==> config.mk <==
export PLATFORM = sky130hd
export DESIGN_NAME = ipm_xy_port
export DESIGN_NICKNAME = d
export VERILOG_FILES = /design/src/rtl/ipm_xy_port.sv
export SDC_FILE = /design/constraint.sdc
export NUM_CORES = 1
export LEC_CHECK = 0
export CAP_MARGIN = 20
export CORE_ASPECT_RATIO = 0.8
export CORE_MARGIN = 2
export CORE_UTILIZATION = 50
export CTS_CLUSTER_DIAMETER = 60
export CTS_CLUSTER_SIZE = 28
export DETAILED_ROUTE_END_ITERATION = 10
export HOLD_SLACK_MARGIN = 0.15
export PLACE_DENSITY = 0.75
export SYNTH_ARGS = -nofsm -noshare
export SYNTH_HDL_FRONTEND = slang
export SYNTH_SLANG_ARGS = --single-unit
==> constraint.sdc <==
create_clock -name clk -period 6.4 [get_ports clk]
set_input_delay 1.28 -clock clk [delete_from_list [all_inputs] [get_ports clk]]
set_output_delay 1.28 -clock clk [all_outputs]
set_load 0.05 [all_outputs]
==> src/rtl/ipm_xy_port.sv <==
// Input port of the asynchronous-NoC switch: two-phase upstream channel into a FIFO,
// XY route decode of the head flit, and wormhole forwarding to one two-phase output.
module ipm_xy_port #(
  parameter int         WORD_WIDTH = 32,
  parameter int         DEPTH      = 4,
  parameter int         NLOCAL     = 1,
  parameter logic [3:0] MY_X       = 4'd0,
  parameter logic [3:0] MY_Y       = 4'd0,
  localparam int        OUTPORTS   = 4 + NLOCAL
) (
  input  logic                           clk,
  input  logic                           reset,
  input  logic                           req_up_i,
  input  logic [WORD_WIDTH-1:0]          Data_up_i,
  output logic                           ack_up_o,
  output logic [OUTPORTS-1:0]            req_dw_o,
  output logic [OUTPORTS*WORD_WIDTH-1:0] Data_dw_o,
  input  logic [OUTPORTS-1:0]            ack_dw_i,
  input  logic [OUTPORTS-1:0]            Tailpassed_dw_i,
  output logic [OUTPORTS-1:0]            PacketEnable_dw_o,
  output logic [7:0]                     drop_cnt_o
);

  localparam int AW = $clog2(DEPTH);
  localparam int PW = $clog2(OUTPORTS);

  typedef enum logic [2:0] {IDLE, ROUTE, SEND, WAIT_ACK, DROP} state_e;

  logic                  req_meta_q, req_sync_q;
  logic [OUTPORTS-1:0]   ack_meta_q, ack_sync_q;
  logic [OUTPORTS-1:0]   tp_meta_q, tp_sync_q;

  logic                  ack_up_q, ack_up_d;
  logic [AW:0]           wr_ptr_q, wr_ptr_d;
  logic [AW:0]           rd_ptr_q, rd_ptr_d;
  logic [WORD_WIDTH-1:0] fifo_mem_q [DEPTH];

  state_e                state_q, state_d;
  logic [PW-1:0]         port_q, port_d;
  logic                  route_ok_q, route_ok_d;
  logic [1:0]            last_type_q, last_type_d;
  logic [OUTPORTS-1:0]   req_dw_q, req_dw_d;
  logic [OUTPORTS-1:0]   pe_q, pe_d;
  logic [WORD_WIDTH-1:0] data_dw_q [OUTPORTS];
  logic [WORD_WIDTH-1:0] data_dw_d [OUTPORTS];
  logic [7:0]            drop_cnt_q, drop_cnt_d;

  logic                  empty, full, wr_en, pop, bump_drop;
  logic [WORD_WIDTH-1:0] fifo_head;
  logic [1:0]            head_type;
  logic [3:0]            dest_x, dest_y;
  logic [2:0]            dest_loc;
  logic [PW-1:0]         route_port;
  logic                  route_valid;

  assign empty     = (wr_ptr_q == rd_ptr_q);
  assign full      = (wr_ptr_q[AW] != rd_ptr_q[AW]) && (wr_ptr_q[AW-1:0] == rd_ptr_q[AW-1:0]);
  assign wr_en     = (req_sync_q != ack_up_q) && !full;
  assign fifo_head = fifo_mem_q[rd_ptr_q[AW-1:0]];
  assign head_type = fifo_head[1:0];
  assign dest_x    = fifo_head[12:9];
  assign dest_y    = fifo_head[8:5];
  assign dest_loc  = fifo_head[4:2];

  // Dimension-ordered XY: resolve X first, then Y, then eject locally.
  always_comb begin
    route_port  = '0;
    route_valid = 1'b1;
    if (dest_x > MY_X) begin
      route_port = PW'(0);
    end else if (dest_x < MY_X) begin
      route_port = PW'(1);
    end else if (dest_y > MY_Y) begin
      route_port = PW'(2);
    end else if (dest_y < MY_Y) begin
      route_port = PW'(3);
    end else begin
      route_port  = PW'(4 + 32'(dest_loc));
      route_valid = (32'(dest_loc) < NLOCAL);
    end
  end

  always_comb begin
    state_d     = state_q;
    port_d      = port_q;
    route_ok_d  = route_ok_q;
    last_type_d = last_type_q;
    req_dw_d    = req_dw_q;
    pe_d        = pe_q;
    data_dw_d   = data_dw_q;
    drop_cnt_d  = drop_cnt_q;
    pop         = 1'b0;
    bump_drop   = 1'b0;

    case (state_q)
      IDLE: begin
        if (!empty) begin
          if (head_type[0]) begin
            port_d     = route_port;
            route_ok_d = route_valid;
            state_d    = ROUTE;
          end else begin
            pop       = 1'b1;
            bump_drop = 1'b1;
          end
        end
      end
      // The head stays in the FIFO until it is actually sent or discarded.
      ROUTE: begin
        if (!route_ok_q) begin
          bump_drop = 1'b1;
          if (head_type == 2'b11) begin
            pop     = 1'b1;
            state_d = IDLE;
          end else begin
            state_d = DROP;
          end
        end else if (tp_sync_q[port_q]) begin
          state_d = SEND;
        end
      end
      SEND: begin
        if (!empty) begin
          data_dw_d[port_q] = fifo_head;
          req_dw_d[port_q]  = ~req_dw_q[port_q];
          pe_d[port_q]      = 1'b1;
          last_type_d       = head_type;
          pop               = 1'b1;
          state_d           = WAIT_ACK;
        end
      end
      WAIT_ACK: begin
        if (ack_sync_q[port_q] == req_dw_q[port_q]) begin
          if (last_type_q[1]) begin
            pe_d[port_q] = 1'b0;
            state_d      = IDLE;
          end else begin
            state_d = SEND;
          end
        end
      end
      DROP: begin
        if (!empty) begin
          pop = 1'b1;
          if (head_type == 2'b10) state_d = IDLE;
        end
      end
      default: state_d = IDLE;
    endcase

    if (bump_drop && (drop_cnt_q != 8'hFF)) drop_cnt_d = drop_cnt_q + 8'd1;
  end

  assign ack_up_d = wr_en ? ~ack_up_q : ack_up_q;
  assign wr_ptr_d = wr_ptr_q + {{AW{1'b0}}, wr_en};
  assign rd_ptr_d = rd_ptr_q + {{AW{1'b0}}, pop};

  always_ff @(posedge clk) begin
    if (reset) begin
      req_meta_q  <= 1'b0;
      req_sync_q  <= 1'b0;
      ack_meta_q  <= '0;
      ack_sync_q  <= '0;
      tp_meta_q   <= '0;
      tp_sync_q   <= '0;
      ack_up_q    <= 1'b0;
      wr_ptr_q    <= '0;
      rd_ptr_q    <= '0;
      state_q     <= IDLE;
      port_q      <= '0;
      route_ok_q  <= 1'b0;
      last_type_q <= 2'b00;
      req_dw_q    <= '0;
      pe_q        <= '0;
      drop_cnt_q  <= 8'd0;
      for (int p = 0; p < OUTPORTS; p++) data_dw_q[p] <= '0;
    end else begin
      req_meta_q  <= req_up_i;
      req_sync_q  <= req_meta_q;
      ack_meta_q  <= ack_dw_i;
      ack_sync_q  <= ack_meta_q;
      tp_meta_q   <= Tailpassed_dw_i;
      tp_sync_q   <= tp_meta_q;
      ack_up_q    <= ack_up_d;
      wr_ptr_q    <= wr_ptr_d;
      rd_ptr_q    <= rd_ptr_d;
      state_q     <= state_d;
      port_q      <= port_d;
      route_ok_q  <= route_ok_d;
      last_type_q <= last_type_d;
      req_dw_q    <= req_dw_d;
      pe_q        <= pe_d;
      drop_cnt_q  <= drop_cnt_d;
      data_dw_q   <= data_dw_d;
    end
  end

  // Storage needs no reset: the pointers alone decide which entries are live.
  always_ff @(posedge clk) begin
    if (!reset && wr_en) fifo_mem_q[wr_ptr_q[AW-1:0]] <= Data_up_i;
  end

  assign ack_up_o          = ack_up_q;
  assign req_dw_o          = req_dw_q;
  assign PacketEnable_dw_o = pe_q;
  assign drop_cnt_o        = drop_cnt_q;

  for (genvar p = 0; p < OUTPORTS; p++) begin : g_data_out
    assign Data_dw_o[p*WORD_WIDTH +: WORD_WIDTH] = data_dw_q[p];
  end

endmodule

======== Word-level counts from Yosys, hierarchy flattened ========
Memories as Yosys holds them, arrays and structs flattened. A register that Yosys moved wholly into a read port is not among the register bits.
Cells that the tools add are included.
cells by class
  mux-type cells .......................... 46
  reductions and logical operators ........ 15
  bitwise gates (word level) .............. 7
  shifts and indexed selects .............. 0
  $mul .................................... 0
  eq/ne operators ......................... 20
  divide/modulo/power cells ............... 0
  add/subtract/negate cells ............... 4
  $lt $le $gt $ge ......................... 9
operators with widths
  operator             count
  $bwmux 160           1
  $demux 32 s3         1
  $mux 3               13
  $mux 32              1
  $mux 1               16
  $mux 5               3
  $pmux 3 s5           1
  $ne 2x2->1 const B   7
  $lt 4x1->1 const B   3
  $pmux 5 s2           1
  $bmux 1 s3           3
  $add 8x1->8 const B  1
  $gt 4x1->1 const B   2
  $ne 8x8->1 const B   1
  $reduce_and 7->1     1
  $add 3x1->3          2
  $eq 3x2->1 const B   2
  $logic_and 1x1->1    6
  $and 5x5->5          1
  $bwmux 5             1
  $not 5->5            1
  $or 5x5->5           1
  $eq 2x2->1 const B   2
  $ge 4x4->1 const B   1
  24 further kinds     29
storage, ports and cells
  bits of input ports ..................... 45
  word-level logic and storage cells ...... 123
  memories ................................ 1
  memory bits (read-only) ................. 0
  output and inout bits ................... 179
  bits in latches ......................... 0
  register bits ........................... 216
  memory bits (writable) .................. 128
memories
  name        depth  width  read ports  clocked after Yosys merged registers in  write ports  line  source
  fifo_mem_q  4      32     1           1                                        1            36    logic [WORD_WIDTH-1:0] fifo_mem_q [DEPTH];

======== Longest topological paths before layout ========
Gate-level depths: netlist of the first run.
  depth in word-level cells ............... 9
  mapped depth ............................ 10
  depth with buffers taken out ............ 8

======== Least setup slack after synthesis of the first run ========
OpenSTA, ideal clock, no wires.
  path kind ............................... input to register
  start ................................... in reset
  end ..................................... mem fifo_mem_q[0][0] (enable)
  stages on the path ...................... 3
  library setup time ...................... 0.501 ns
  arrival ................................. 4.796 ns
  required time ........................... 5.899 ns
  setup slack ............................. 1.103 ns
  path buffers ............................ 2
  cells stage by stage .................... clkbuf_1 -> clkbuf_1 -> nor4_1
between the ends
  longest elaborated chain between the ends .. 4
ends and longest elaborated chain
  element                       line  source
  start: declaration            12    input logic reset,
  $logic_not 1->1               200   if (!reset && wr_en) fifo_mem_q[wr_ptr_q[AW-1:0]] <= Data_up_i;
  $logic_and 1x1->1             200
  $mux 1                        200
  $mux 1 (not written as such)  200
  end: declaration              36
Every way passes these cells.

==> metrics.yaml, run 1 <==
status:
  outcome: "finished clean"
detailed_routing:
  vias_per_cell: 5.48
  first_pass_iters: 5
  vias: 8934
  avgRoutedWirePerCell_um: 19.1
  drt_iter0_markers: 853
  ant_nets: 0
  route.detailed.drc: 0
  routed_wl_mm: 31.2
synth:
  synth_area_um2: 12400
  synth_edf_count: 128
  synthesis.area_per_instance_um2: 11.1
  synth_fp_nets: 1167
  synth_top_area_share_pct: 34.7
  synth_flop_cell: "dfxtp_1"
  ys_seq_elements: 343
  async_flop_share_pct: 0
  yosysWarnings: 0
  synth_area_leaders: "dfxtp_1 35%, edfxtp_1 31%, nand2_1 10%"
  synthesis.instances: 1117
  synth_most_common_cell: "nand2_1"
  ys_types: 50
  synth-seq-area-share_pct: 65.7
  synth_commonest_cells: "347 x nand2_1, 215 x dfxtp_1, 169 x a21oi_1"
  netlist.top_cell.by_area: "dfxtp_1"
timing:
  max_freq_mhz: 317
  hold_viol: 0
  fin_crit_sh_pct: 49.3
  fin_skew_ns: 0.0237
  tightest_slew_ns: 1.14
  tns_ns: 0
  rsz0062_at_grt: "false"
  slew_headroom_pct: 24.1
  period_needed_ns: 3.15
  slew_viol_final: 0
  setup_viol: 0
setup_path:
  crit_start: "rd_ptr_q[1]$_SDFF_PP0_"
  critPathTopFamily: "simple AND/OR/NAND/NOR gates"
  crit_type: "reg -> reg"
  r2r_start: "rd_ptr_q[1]$_SDFF_PP0_"
  critPathMaxFanout: 34
  cp_data_required_time_ns: 6.83
  startpoint_type: "flip-flop"
  critPathBufInv: 2
  max_stage_delay_ns: 0.92
  cpMaxStageDelayCell: "dfxtp_2"
  path_cells: "xnor2_1 > and3_1 > nor4_1 > buf_4 > and3_1 > buf_4 > nor2_1 > a311oi_1"
  cp-end-kind: "flip-flop"
  cp.arrival_ns: 3.58
clock_network:
  cts-root-buf: "clkbuf_16"
  cts_resized: 0
  clock_sinks: 343
  cts_tree: "built"
  cts_hold_buf: 0
  clock_tree.htree_level_count: 1
  cts.clk_slew.worst_paths_ns: 0.11
  worstSkewPairLatency_ns: 0.52
  numCtsBuffers: 18
  postCtsSetupRepairBufs: 0
  cts_buffer_depth: 3
cells_and_area:
  fillCellCount: 1912
  area_delta_synth_final_pct: 24.4
  diodes: 0
  drive_gt1_share_pct: 6.48
  fin_util_pct: 63.3
  final_nets: 1350
floorplan:
  row_count: 51
  core_area_um2: 24400
  die-area_um2: 26100
  die_w_um: 180
  die_h_um: 145
  start_util_pct: 50.9
  io-pin-count: 224
global_routing:
  grt_max_degree: 112
  grt_first_pass_wirelength_mm: 48.2
  overflow: 0
  grt_antenna_before_repair: 0
  grt_pass1_vias: 8459
  grt_use_total_pct: 23.4
place:
  place_congestion: 0.832
  io_buffers: 223
  detailed_place_hpwl_mm: 20.8
pwr:
  ir_drop_uv: 235
  p_leak_nw: 4.94
  power_density_nw_per_um2: 286
hold_path:
  hold_start: "ack_meta_q[3]$_SDFF_PP0_"
  hold_class: "reg -> reg"
job:
  maxCapViolations: 0
-- state kept, by name (all words and copies together) (netlist names), 5 cells and up, named ones only --
register    cells
ack_meta_q      5
drop_cnt_o      8
tp_meta_q       5
req_dw_o        5
fifo_mem_q    128
Data_dw_o     160
ack_sync_q      5
tp_sync_q       5
-- cell families (layout without fill, tap and decap cells) --
logic type,Yosys count,count (layout),share of synthesized area [%]
and+or+nand+nor,441,441,14.8
DFF,343,343,65.7
AOI/OAI and AO/OA,196,196,8.62
buffers and inverters,80,275,2.83
muxes,40,40,6.79
xor gates and xnor gates,12,12,0.847
adders and majority gates,5,5,0.504
-- placed cells by master (no fill, tap or decap), drive strengths merged, types with 2 or more instances in the layout --
master           n
nand4            4
o21ai            2
mux4            33
buf             16
clkdlybuf4s50  222
a311oi           3
ha               5
inv             10
dfxtp          215
nand2          348
and3             7
nor3             8
or3              2
edfxtp         128
a221oi           2
nor2b           27
nand3            6
and2             4
clkbuf          24
mux2             2
a211oi           7
nor2            27
a31oi            3
nor4             3
clkinv           3
mux2i            5
xnor2            5
xor2             7
a21oi          170
-- worst paths after layout --
kind	to	slack, ns	cells past startpoint
setup / recovery	flip-flop	3.25	8
hold / removal	ack_sync_q[3]$_SDFF_PP0_	0.45	1
setup reg to reg	flip-flop	3.25	8
hold reg to reg	ack_sync_q[3]$_SDFF_PP0_	0.45	1
-- area by class of cell --
| type | instances | area, um2 | area share, % |
|---|---|---|---|
| inverter | 5 | 20.0 | 0.130 |
| multi-input combinational | 694 | 3930 | 25.5 |
| clock buffer | 24 | 494 | 3.20 |
| sequential | 343 | 8150 | 52.8 |
| clock inverter | 8 | 97.6 | 0.632 |
| tap | 318 | 398 | 2.58 |
| timing repair buffer | 238 | 2350 | 15.2 |
-- power by group --
part	switching, W	leakage, nW	internal (W)
combinational	0.000472	1.76	0.000265
clock	0.000733	0.287	0.000583
sequential	0.0000537	2.89	0.00231
-- routing by layer --
metal	track usage [%]	part of all wire, %	up-vias
li1	-	-	4205
met1	34.7	45	4334
met2	35.8	45	354
met3	4.59	8.2	41
met4	5.04	2.0	0
met5	0	0	-
-- metrics by stage --
step	setup slack [ns]	std cells	hold slack, ns	instance area (um2)	power (W)
after CTS	3.22	1630	0.455	15400	0.00444
final	3.25	1630	0.449	15400	0.00442
after floorplan	1.10	1117	0.414	12400	0.00292
after global placement	2.88	1598	0.418	14800	0.00314
after detailed placement	2.89	1598	0.428	14800	0.00315
after global routing	2.98	1630	0.458	15400	0.00458
Note: power is estimated with default switching activity, not from simulation.
==> inputs of run 2 (changes only) <==
- CORE_UTILIZATION: 50 -> 47
- PLACE_DENSITY: 0.75 -> 0.74
- clock period: 6.4 -> 2.6 ns (I/O delays scaled with it)
==> run 2 against run 1 <==
Against the previous run:
- fmax up 32%
- non-clock buffer count grew 25
- register-to-register slack worse by 3.0 ns
- wire length increased by 4.9%
- total power increased to 2.5 times the previous value
- utilization down 2.9 points
- global-route usage about the same
- via count is 1.2% higher
- clock power rose to 2.5 times the previous value
- sequential cell count unchanged
==> metrics.yaml, run 2 (same netlist as run 1, synthesis figures left out) <==
global_routing:
  overflow: 0  # unchanged
  grt_first_pass_wirelength_mm: 49.3  # was 48.2 mm
  grt_use_total_pct: 23.3  # was 23.4%
  grt_max_degree: 68  # was 112
  grt_pass1_vias: 8554  # was 8459
  grt_antenna_before_repair: 0  # unchanged
clock_network:
  clock_tree.htree_level_count: 1  # unchanged
  clock_sinks: 343  # unchanged
  cts_tree: "built"  # unchanged
  cts-root-buf: "clkbuf_16"  # unchanged
  postCtsSetupRepairBufs: 0  # unchanged
  worstSkewPairLatency_ns: 0.52  # about the same
  cts.clk_slew.worst_paths_ns: 0.09  # was 0.11 ns
  numCtsBuffers: 19  # was 18
  cts_buffer_depth: 3  # unchanged
timing:
  tns_ns: 0  # unchanged
  tightest_slew_ns: 0.723  # was 1.14 ns
  max_freq_mhz: 419  # was 317 MHz
  fin_skew_ns: 0.0269  # was 0.0237 ns
  rsz0062_at_grt: "false"  # unchanged
  hold_viol: 0  # unchanged
  setup_viol: 0  # unchanged
  slew_viol_final: 0  # unchanged
  period_needed_ns: 2.39  # was 3.15 ns
  slew_headroom_pct: 51.5  # was 24.1%
  fin_crit_sh_pct: 91.7  # was 49.3%
  setup_slack_ns: 0.215  # was 3.25 ns
setup_path:
  cp.arrival_ns: 2.76  # was 3.58 ns
  startpoint_type: "flip-flop"  # unchanged
  cp-end-kind: "flip-flop"  # unchanged
  crit_type: "reg -> reg"  # unchanged
  cp_data_required_time_ns: 2.98  # was 6.83 ns
  critPathMaxFanout: 9  # was 34
floorplan:
  io-pin-count: 224  # unchanged
  start_util_pct: 47.5  # was 50.9%
  die_w_um: 186  # was 180 um
  die_h_um: 149  # was 145 um
  core_area_um2: 26100  # was 24400 um2
  row_count: 53  # was 51
  die-area_um2: 27700  # was 26100 um2
detailed_routing:
  drt_iter0_markers: 852  # was 853
  ant_nets: 0  # unchanged
  vias: 9042  # was 8934
  first_pass_iters: 5  # unchanged
  avgRoutedWirePerCell_um: 19.3  # was 19.1 um
  route.detailed.drc: 0  # unchanged
  routed_wl_mm: 32.7  # was 31.2 mm
  vias_per_cell: 5.33  # was 5.48
cells_and_area:
  area_delta_synth_final_pct: 27.3  # was 24.4%
  layout_common_cells: "347 x nand2_1, 222 x clkdlybuf4s50_1, 213 x dfxtp_1"  # unchanged
  sequential_cell_area_um2: 8150  # about the same
  layout_commonest_cell: "nand2_1"  # unchanged
  largest_register_ffs: 160  # unchanged
  multi_input_area_um2: 3950  # was 3930 um2
  final_nets: 1376  # was 1350
  drive_gt1_share_pct: 8.52  # was 6.48%
  fillCellCount: 2152  # was 1912
job:
  maxCapViolations: 0  # unchanged
status:
  outcome: "finished clean"  # unchanged
pwr:
  p_leak_nw: 5.11  # was 4.94 nW
  ir_drop_uv: 433  # was 235 uV
  power_density_nw_per_um2: 704  # was 286 nW/um2
place:
  place_congestion: 0.855  # was 0.832
  detailed_place_hpwl_mm: 22.5  # was 20.8 mm
  io_buffers: 223  # unchanged
  dpl_worst_slack_ns: 0.167  # was 2.89 ns
hold_path:
  hold_class: "in -> reg"  # was reg -> reg
run 2: final cells by class:
class	count	share of cell area (%)
diodes	1	0.0158
clock buffers	23	3.24
clock inverters	10	0.657
inverters	5	0.127
multi-input cells	694	25.0
flip-flops and latches	343	51.6
well taps	357	2.83
repair buffers	263	16.6
run 2: worst max-delay path, cell delays in order, from the launching register on:
cell and delay, ns:
dfxtp_4 0.44, mux4_1 0.70, a31oi_1 0.27, o211a_1 0.36, o21ai_0 0.24, mux2i_1 0.20
nor2_1 0.06
run 2: layer usage:
metal  global-route usage, %  part of all wire (%)  wire length (um)  up-vias
met4                    5.31                   2.4               779        0
met2                    35.4                    45             14700      371
li1                        -                     -                 -     4244
met5                       0                     0                 0        -
met3                    4.74                   8.5              2800       45
met1                    34.6                    44             14400     4382
run 2: final timing paths:
check                                             endpoint  slack [ns]                      from  cells past startpoint
worst min register to register    ack_sync_q[3]$_SDFF_PP0_        0.44  ack_meta_q[3]$_SDFF_PP0_                      1
worst max register to register  drop_cnt_o[1]$_SDFFE_PP0P_        0.21    rd_ptr_q[0]$_SDFF_PP0_                      6
worst max-delay path            drop_cnt_o[1]$_SDFFE_PP0P_        0.21    rd_ptr_q[0]$_SDFF_PP0_                      6
worst min-delay path            drop_cnt_o[5]$_SDFFE_PP0P_        0.41                     reset                      2
run 2: repair_timing:
| item | 4_1_cts | 5_1_grt |
|---|---|---|
| resized for setup | 0 | 4 |
| setup endpoints to repair | 0 | 34 |
| hold buffers | 0 | 0 |
run 2: through the flow:
step                utilization (%)  power (W)  cells  hold WS [ns]  area [um2]
global route                   60.5     0.0115   1695         0.425       15800
finish                         60.5     0.0111   1696         0.406       15800
CTS                            60.4     0.0111   1695         0.388       15800
floorplan                         -    0.00719   1117         0.414       12400
global placement               58.1    0.00784   1662         0.427       15200
detailed placement             58.1    0.00788   1662         0.428       15200
run 2: where the power goes:
group | internal (W) | switching [W]
clock | 0.00150 | 0.00184
combinational | 0.000736 | 0.00121
sequential | 0.00569 | 0.000142
